**src/rtl/store_pkg.sv**
```systemverilog
// Shared types and lane-alignment function for the store data narrower.
// Optional signed-fit check is compiled in when STORE_FIT_CHECK_EN is defined.
package store_pkg;

  localparam logic [1:0] SZ_BYTE = 2'b00;
  localparam logic [1:0] SZ_HALF = 2'b01;
  localparam logic [1:0] SZ_WORD = 2'b10;
  localparam logic [1:0] SZ_RSVD = 2'b11;

  typedef struct packed {
    logic [31:0] data;
    logic [1:0]  addr_lo;
    logic [1:0]  size;
  } store_req_t;

  typedef struct packed {
    logic [31:0] wdata;
    logic [3:0]  be;
    logic        misalign;
    logic        trunc;
  } store_rsp_t;

  // Misaligned and reserved sizes keep their computed wdata but never enable a lane.
  function automatic store_rsp_t align_store(store_req_t req);
    store_rsp_t rsp;
    rsp       = '0;
    rsp.wdata = req.data;
    case (req.size)
      SZ_BYTE: begin
        rsp.wdata = {4{req.data[7:0]}};
        rsp.be    = 4'b0001 << req.addr_lo;
      end
      SZ_HALF: begin
        rsp.wdata = {2{req.data[15:0]}};
        if (req.addr_lo[0]) begin
          rsp.misalign = 1'b1;
        end else begin
          rsp.be = 4'b0011 << req.addr_lo;
        end
      end
      SZ_WORD: begin
        if (req.addr_lo != 2'b00) begin
          rsp.misalign = 1'b1;
        end else begin
          rsp.be = 4'b1111;
        end
      end
      default: begin
        rsp.misalign = 1'b1;
      end
    endcase
`ifdef STORE_FIT_CHECK_EN
    case (req.size)
      SZ_BYTE: rsp.trunc = (req.data[31:8] != {24{req.data[7]}});
      SZ_HALF: rsp.trunc = (req.data[31:16] != {16{req.data[15]}});
      default: rsp.trunc = 1'b0;
    endcase
`else
    rsp.trunc = 1'b0;
`endif
    return rsp;
  endfunction

endpackage

```
**src/rtl/store_skid_buf.sv**
```systemverilog
// Generic valid/ready register slice: 2-entry skid buffer (SKID_EN=1) with a
// registered in_ready, or a single register with pass-through ready (SKID_EN=0).
module store_skid_buf #(
  parameter int W       = 38,
  parameter bit SKID_EN = 1'b1
) (
  input  logic         clk,
  input  logic         rst_n,
  input  logic         in_valid,
  output logic         in_ready,
  input  logic [W-1:0] in_data,
  output logic         out_valid,
  input  logic         out_ready,
  output logic [W-1:0] out_data
);

  logic         main_valid_r;
  logic [W-1:0] main_data_r;

  assign out_valid = main_valid_r;
  assign out_data  = main_data_r;

  generate
    if (SKID_EN) begin : g_skid
      logic         skid_valid_r;
      logic [W-1:0] skid_data_r;
      logic         ready_r;
      logic         acc_s;
      logic         cons_s;

      assign in_ready = ready_r;
      assign acc_s    = in_valid & ready_r;
      assign cons_s   = main_valid_r & out_ready;

      // ready_r always tracks "skid empty"; accepts only happen while the skid is free.
      always_ff @(posedge clk or negedge rst_n) begin
        if (!rst_n) begin
          main_valid_r <= 1'b0;
          main_data_r  <= '0;
          skid_valid_r <= 1'b0;
          skid_data_r  <= '0;
          ready_r      <= 1'b0;
        end else if (skid_valid_r) begin
          if (cons_s) begin
            main_data_r  <= skid_data_r;
            skid_valid_r <= 1'b0;
            ready_r      <= 1'b1;
          end else begin
            ready_r <= 1'b0;
          end
        end else if (acc_s) begin
          if (!main_valid_r || cons_s) begin
            main_valid_r <= 1'b1;
            main_data_r  <= in_data;
            ready_r      <= 1'b1;
          end else begin
            skid_valid_r <= 1'b1;
            skid_data_r  <= in_data;
            ready_r      <= 1'b0;
          end
        end else begin
          if (cons_s) begin
            main_valid_r <= 1'b0;
          end else begin
            main_valid_r <= main_valid_r;
          end
          ready_r <= 1'b1;
        end
      end
    end else begin : g_single
      logic en_r;
      logic acc_s;
      logic cons_s;

      assign in_ready = en_r & (~main_valid_r | out_ready);
      assign acc_s    = in_valid & in_ready;
      assign cons_s   = main_valid_r & out_ready;

      // en_r holds in_ready low until the first edge after reset release.
      always_ff @(posedge clk or negedge rst_n) begin
        if (!rst_n) begin
          en_r         <= 1'b0;
          main_valid_r <= 1'b0;
          main_data_r  <= '0;
        end else begin
          en_r <= 1'b1;
          if (acc_s) begin
            main_valid_r <= 1'b1;
            main_data_r  <= in_data;
          end else if (cons_s) begin
            main_valid_r <= 1'b0;
          end else begin
            main_valid_r <= main_valid_r;
          end
        end
      end
    end
  endgenerate

endmodule

```
**src/rtl/store_data_narrower.sv**
```systemverilog
// Store-path narrower: lane-aligns byte/half/word stores and builds byte enables,
// registered through a skid buffer. Optional macro: STORE_FIT_CHECK_EN (drives out_trunc).
module store_data_narrower
  import store_pkg::*;
#(
  parameter int DATA_W  = 32,
  parameter bit SKID_EN = 1'b1
) (
  input  logic              clk,
  input  logic              rst_n,
  input  logic              in_valid,
  output logic              in_ready,
  input  logic [DATA_W-1:0] in_data,
  input  logic [1:0]        in_addr_lo,
  input  logic [1:0]        in_size,
  output logic              out_valid,
  input  logic              out_ready,
  output logic [DATA_W-1:0] out_wdata,
  output logic [3:0]        out_be,
  output logic              out_misalign,
  output logic              out_trunc
);

  localparam int RSP_W = $bits(store_rsp_t);

  store_req_t req_s;
  store_rsp_t in_rsp_s;
  store_rsp_t out_rsp_s;

  assign req_s.data    = in_data;
  assign req_s.addr_lo = in_addr_lo;
  assign req_s.size    = in_size;
  assign in_rsp_s      = align_store(req_s);

  store_skid_buf #(
    .W       (RSP_W),
    .SKID_EN (SKID_EN)
  ) u_buf (
    .clk       (clk),
    .rst_n     (rst_n),
    .in_valid  (in_valid),
    .in_ready  (in_ready),
    .in_data   (in_rsp_s),
    .out_valid (out_valid),
    .out_ready (out_ready),
    .out_data  (out_rsp_s)
  );

  assign out_wdata    = out_rsp_s.wdata;
  assign out_be       = out_rsp_s.be;
  assign out_misalign = out_rsp_s.misalign;
  assign out_trunc    = out_rsp_s.trunc;

endmodule
```
**config.mk**
```make
export PLATFORM = sky130hd
export DESIGN_NAME = store_data_narrower
export DESIGN_NICKNAME = d
export VERILOG_FILES = /design/src/rtl/store_pkg.sv /design/src/rtl/store_skid_buf.sv /design/src/rtl/store_data_narrower.sv
export SDC_FILE = /design/constraint.sdc
export NUM_CORES = 1
export LEC_CHECK = 0
export ABC_AREA = 1
export CAP_MARGIN = 40
export CELL_PAD_IN_SITES_DETAIL_PLACEMENT = 1
export CELL_PAD_IN_SITES_GLOBAL_PLACEMENT = 1
export CORE_MARGIN = 4
export CORE_UTILIZATION = 33
export CTS_CLUSTER_SIZE = 16
export DETAILED_ROUTE_END_ITERATION = 8
export GPL_ROUTABILITY_DRIVEN = 0
export PLACE_DENSITY_LB_ADDON = 0.1
export SYNTH_ARGS = -nofsm -noshare
export SYNTH_HDL_FRONTEND = slang
export SYNTH_HIERARCHICAL = 1
export SYNTH_SLANG_ARGS = --single-unit
```
**constraint.sdc**
```tcl
create_clock -name clk -period 1.2 [get_ports clk]
set_input_delay 0.12 -clock clk [delete_from_list [all_inputs] [get_ports clk]]
set_output_delay 0.12 -clock clk [all_outputs]
set_load 0.02 [all_outputs]
```
==> flow_metrics.tcl <==
set metrics [dict create \
    run_status "finished, violations left" \
    violations "negative setup slack" \
    final_nets 723 \
    yosysWarnings 6 \
    diodes 0 \
    final_common_cell "nand2_1" \
    htreeDepth 3 \
    crit_required_ns 1.44 \
    die_w_um 118 \
    crit_slowest_cell "dfrtp_2" \
    synthAdderAreaFrac 0 \
    crit_chain "o21ai_4 -> nand2_4 -> buf_6 -> clkbuf_16 -> nand2_2 -> nand2_1" \
    synthCells 570 \
    power_frac_seq 0.293 \
    placed_cell_area_sq_um 5230 \
    clk_latency_ns 0.35 \
    cp_max_fo 5 \
    avgSynthCellArea_sq_um 7.03 \
    routed_wl_mm 16.0 \
    drv_slew 0 \
    avgViaCountPerCell 5.09 \
    ff2ff_path_depth 6 \
    synth.yosys.seq_area_share 0.493 \
    ys_top_cells_by_area "dfrtp_1 49%, nand2_1 32%, nand3_1 11%" \
    port_buffers 79 \
    cp.arrival_ns 1.56 \
    r2r-start "u_buf/g_skid.skid_valid_r$_DFF_PN0_" \
    ys_ff_latch 79 \
    grt_max_degree 80 \
    whs_ns 0.324 \
    crit_family "flip-flops" \
    syn_area_sq_um 4010 \
    cts.sink_count 79 \
    finalCritPeriodShare 1.10 \
    cap_violations 0 \
    switchingPower_mw 6.89 \
    pwr-share-comb 0.519 \
    design_area_sq_um 5930 \
    powerDensity_nw_per_um2 2720 \
    synth_top_cell_by_area "dfrtp_1" \
    core_sq_um 11700 \
    mostFrequentLayoutCells "325 x nand2_1, 84 x nand3_1, 74 x dfrtp_1, 36 x clkdlybuf4s50_1, 32 x buf_4" \
    post-route-min-period_ns 1.33 \
    r2r_end "u_buf/out_data[31]$_DFFE_PN0P_" \
    synth_xor_area_frac 0 \
    drc 0 \
    fin_skew_ns 0.00530 \
    hold_path.class "in2async" \
    ir_drop_uv 866 \
    ys_types 18 \
    ios 80 \
    final_hold_viol_count 0 \
    slowest_delay_ns 0.47 \
    cts_tree "done" \
    p_total_mw 16.2 \
    clkSlewWorstSetupHoldPaths_ns 0.06 \
    synth_top_area_frac 0.493 \
    p_int_mw 9.27 \
    start_kind "flip-flop" \
    initial_core_util 0.344 \
    drive_gt1_frac 0.176 \
    die_area_sq_um 14000 \
    p_leak_nw 3.26 \
    p_clk_frac 0.188 \
    finalSetupViolCount 78 \
    row_count 39 \
    n_fill_cell 1447 \
    track_usage 0.231 \
    end_kind "flip-flop" \
    synth_top_family_by_area "simple AND/OR/NAND/NOR gates" \
    gr-total-overflow 0 \
    num_vias 4230 \
    synthSimpleGateAreaFrac 0.444 \
    hpwlAfterDp_mm 9.34 \
    ant_nets 0 \
    rsz0062_at_grt "yes" \
    setup_ws_ns -0.126 \
    routedWlPerCell_um 19.3 \
    synth-compound-area-share 0.00593 \
    r2r_slack_ns -0.13 \
    antenna_found_initial 0 \
    die_h_um 118 \
    first_pass_iters 4 \
    cts_root_buf "clkbuf_16" \
    synth_mux_area_frac 0 \
    final_cells 831 \
    fmax_mhz 754 \
    path_buf_inv 2 \
    grt_first_pass_wirelength_mm 25.1 \
    criticalPathCategory "reg2reg" \
    area_growth_pct 48.1 \
    dp.cells 802 \
    grt_pass1_vias 4523 \
    cts_buffer_depth 2 \
    dr.first_iter.drc_count 258 \
    numCtsBuffers 9 \
    switching_share 0.427 \
]
-- per-stage QoR --
stage               worst slack, ns   util  TNS, ns
CTS                          -0.110  0.497    -3.08
finish                       -0.126  0.509    -5.08
floorplan                   -0.0263      -   -0.526
global route                 -0.182  0.509    -9.63
detailed placement           -0.429  0.449   -23.08
global placement             -0.410  0.449   -21.20
-- final cells by class --
type,instances,area (sq um),share of cell area
inverters,10,40.0,0.00675
clock inverters,3,65.1,0.0110
repair buffers,135,1440,0.243
flip-flops and latches,79,1980,0.334
clock buffers,13,260,0.0439
multi-input cells,448,1960,0.331
well taps,143,179,0.0301
-- power groups by stage --
stage          registers [mW]  logic [mW]  clock network (mW)
2_1_floorplan            5.23        3.25                   0
3_3_place_gp             4.62        6.77                   0
3_5_place_dp             4.68        6.92                   0
4_1_cts                  4.66        7.85                3.11
5_1_grt                  4.88        9.13                3.25
6_report                 4.73        8.39                3.04
-- Yosys cell counts --
master	instances
nand2_1	346
nor2_1	6
dfrtp_1	79
o21ai_2	1
buf_4	3
buf_2	17
clkbuf_1	11
o21ai_1	2
buf_6	3
inv_2	4
conb_1	1
nand3_2	1
o21ai_0	1
nand3_1	86
nor2_2	1
inv_1	6
nor2_4	1
buf_1	1
-- kinds of logic after synthesis --
logic type,Yosys count
AOI/OAI and AO/OA,4
and+or+nand+nor,441
buffers and inverters,45
other,1
DFF,79
-- sequential cells by signal, indices dropped and copies added, names as in the netlist --
signal                     cells
u_buf/out_data                38
u_buf/g_skid.skid_valid_r      1
u_buf/in_ready                 1
u_buf/g_skid.skid_data_r      38
u_buf/out_valid                1
-- worst reg2reg max path: stages (launching register included) --
cell,delay (ns)
dfrtp_2,0.47
o21ai_4,0.19
nand2_4,0.13
buf_6,0.16
clkbuf_16,0.17
nand2_2,0.06
nand2_1,0.04
-- worst max-delay path by stage --
stage	startpoint	to	slack (ns)	cells after the start
2_1_floorplan	u_buf/out_valid$_DFFE_PN0P_	u_buf/out_data[0]$_DFFE_PN0P_	-0.03	6
3_3_place_gp	in_size[0]	u_buf/g_skid.skid_data_r[18]$_DFFE_PN0P_	-0.41	8
3_5_place_dp	in_size[0]	u_buf/out_data[33]$_DFFE_PN0P_	-0.43	10
4_1_cts	u_buf/g_skid.skid_valid_r$_DFF_PN0_	u_buf/out_data[15]$_DFFE_PN0P_	-0.11	6
5_1_grt	u_buf/out_valid$_DFFE_PN0P_	u_buf/out_data[37]$_DFFE_PN0P_	-0.18	5
6_report	u_buf/g_skid.skid_valid_r$_DFF_PN0_	u_buf/out_data[31]$_DFFE_PN0P_	-0.13	6
-- what timing repair did --
| action | 4_1_cts | 5_1_grt |
|---|---|---|
| endpoints found under the hold margin | 79 | 0 |
| buffers inserted | 3 | 0 |
| gates resized for setup | 83 | 51 |
| endpoints found under the setup margin | 117 | 91 |
| gates cloned | 6 | 3 |
| pin swaps | 1 | 0 |
| hold buffers | 1 | 0 |
-- metal layers --
layer  routed length (um)  vias up  global-route usage
li1                     -     2000                   -
met1                 7070     2076               0.315
met2                 7740      137               0.377
met3                  968       17              0.0320
met4                  265        0              0.0835
met5                    0        -                   0
Note: power is estimated with default switching activity, not from simulation.
==> RTL change (same flow settings) <==
`SKID_EN` is set to 1'b1 in 2 places; all go to 1'b0.
--- a/src/rtl/store_skid_buf.sv
+++ b/src/rtl/store_skid_buf.sv
@@ -4,3 +4,3 @@
   parameter int W       = 38,
-  parameter bit SKID_EN = 1'b1
+  parameter bit SKID_EN = 1'b0
 ) (
--- a/src/rtl/store_data_narrower.sv
+++ b/src/rtl/store_data_narrower.sv
@@ -6,3 +6,3 @@
   parameter int DATA_W  = 32,
-  parameter bit SKID_EN = 1'b1
+  parameter bit SKID_EN = 1'b0
 ) (
Check against the original RTL: not equivalent (a bounded check fails within 4 cycles, from zero or initial values and one cycle with rst_n low).
==> RTL change against the unedited design <==
Routed wire length decreased by 57%. Worst setup slack better by 0.19 ns. Area after synthesis is 48% lower. Register-to-register slack gained 0.21 ns. Global-route usage is 4.5 points lower. Sequential cell count decreased by 39. Critical path depth shrank 5. Die area is 45% lower. Design area down 47%. Combinational power decreased by 85%. Fmax grew 17%. Clock power is 72% lower. Power shrank 77%. Final cell count shrank 47%. Critical endpoint is now out_wdata[4].
==> RTL change: results (changes against the unedited design) <==
- Seq. cell area: 1000 µm² (was 1980 µm²)
- Slowest stage delay, CP: 0.40 ns (was 0.47 ns)
- Largest power group: registers (was combinational cells)
- Library cell used as clock root buffer: sky130_fd_sc_hd__clkbuf_8 (was sky130_fd_sc_hd__clkbuf_16)
- Tot Pwr: 0.00379 W (was 0.0162 W)
- Total global routing track utilization: 18.6% (was 23.1%)
- Average vias per placed instance: 4.99 (was 5.09)
- Final wirelength: 6.96 mm (was 16.0 mm)
- Final net count: 409 (was 723)
- Detailed placer's ending HPWL: 5.44 mm (was 9.34 mm)
- Number of levels the H-tree was split into: 2 (was 3)
- CTS Buf Count: 5 (was 9)
- Result of the run: complete, no violations (was finished with violations)
- Maximum ir drop on the vdd rail: 0.715 mV (was 0.866 mV)
- Cell with the biggest individual delay on the critical path: sky130_fd_sc_hd__dfrtp_1 (was sky130_fd_sc_hd__dfrtp_2)
- Routing usage on met2: 31.6% (was 37.7%)
- Post-synth top cells: sky130_fd_sc_hd__nand2_1 (152), sky130_fd_sc_hd__dfrtp_1 (40), sky130_fd_sc_hd__nand4_1 (38) (was sky130_fd_sc_hd__nand2_1 (346), sky130_fd_sc_hd__nand3_1 (86), sky130_fd_sc_hd__dfrtp_1 (79))
- Setup-violating endpoint count in the final report: 0 (was 78)
- Placed Cells incl. Taps: 435 (was 802)
- Worst clock skew on the final layout: 0.00508 ns (was 0.00530 ns)
- Data arrival time of the critical path: 1.02 ns (was 1.56 ns)
- Static Leak: 1.73 nW (was 3.26 nW)
- Portion of total power attributed to combinational logic: 33.6% (was 51.9%)
- Total setup buffers inserted after CTS: 0 (was 3)
- Largest net degree at the start of global routing: 26 (was 80)
- Pre-CTS setup slack: -0.356 ns (was -0.429 ns)
- Share of cells above drive strength 1: 11.1% (was 17.6%)
## RTL change: cell count changes in the layout (fill, tap and decap cells not counted), moves of 13 or more
cell	before	now
sky130_fd_sc_hd__nand4_1	0	38
sky130_fd_sc_hd__buf_4	32	16
sky130_fd_sc_hd__nand2_1	325	152
sky130_fd_sc_hd__clkdlybuf4s15_1	13	0
sky130_fd_sc_hd__dlygate4sd2_1	19	38
sky130_fd_sc_hd__nand3_1	84	10
sky130_fd_sc_hd__dfrtp_1	74	40
## RTL change: final cells by class
| cell class | instances | area share (%) |
|---|---|---|
| clock buffer | 6 | 2.33 |
| clock inverter | 1 | 0.161 |
| inverter | 7 | 0.843 |
| multi-input combinational | 213 | 31.0 |
| sequential | 40 | 32.1 |
| tap | 75 | 3.01 |
| timing repair buffer | 102 | 30.5 |
## RTL change: path summary, 6_finish.rpt
check	from	to	slack, ns	cells past startpoint
max reg2reg	u_buf/out_valid	u_buf/out_data[8]	0.08	6
min reg2reg	u_buf/out_data[0]	u_buf/out_data[0]	0.47	2
min	rst_n	u_buf/out_data[18]	0.29	2
max in group asynchronous	rst_n	u_buf/out_data[24]	0.44	3
min in group clk	in_size[1]	u_buf/out_data[4]	0.45	6
max	u_buf/out_data[10]	out_wdata[4]	0.06	1
## RTL change: logic make-up after synthesis
group           after synthesis  share of synthesized area (%)
simple gates                208                           43.7
compound gates                2                          0.782
flops                        40                           48.1
buf+inv                      26                           7.10
other cells                   2                          0.361
## RTL change: what timing repair did
action / in CTS / in global routing
resized for setup: 49 / 11
gates cloned: 0 / 1
pin swaps: 0 / 1
endpoints found under the setup margin: 46 / 37
hold endpoints to repair: 15 / 0
hold buffers: 1 / 0
## RTL change: per-layer routing
layer	vias to the layer above	wire length [µm]
li1	1082	-
met1	1059	3050
met2	64	3460
met3	12	322
met4	0	129
met5	-	0
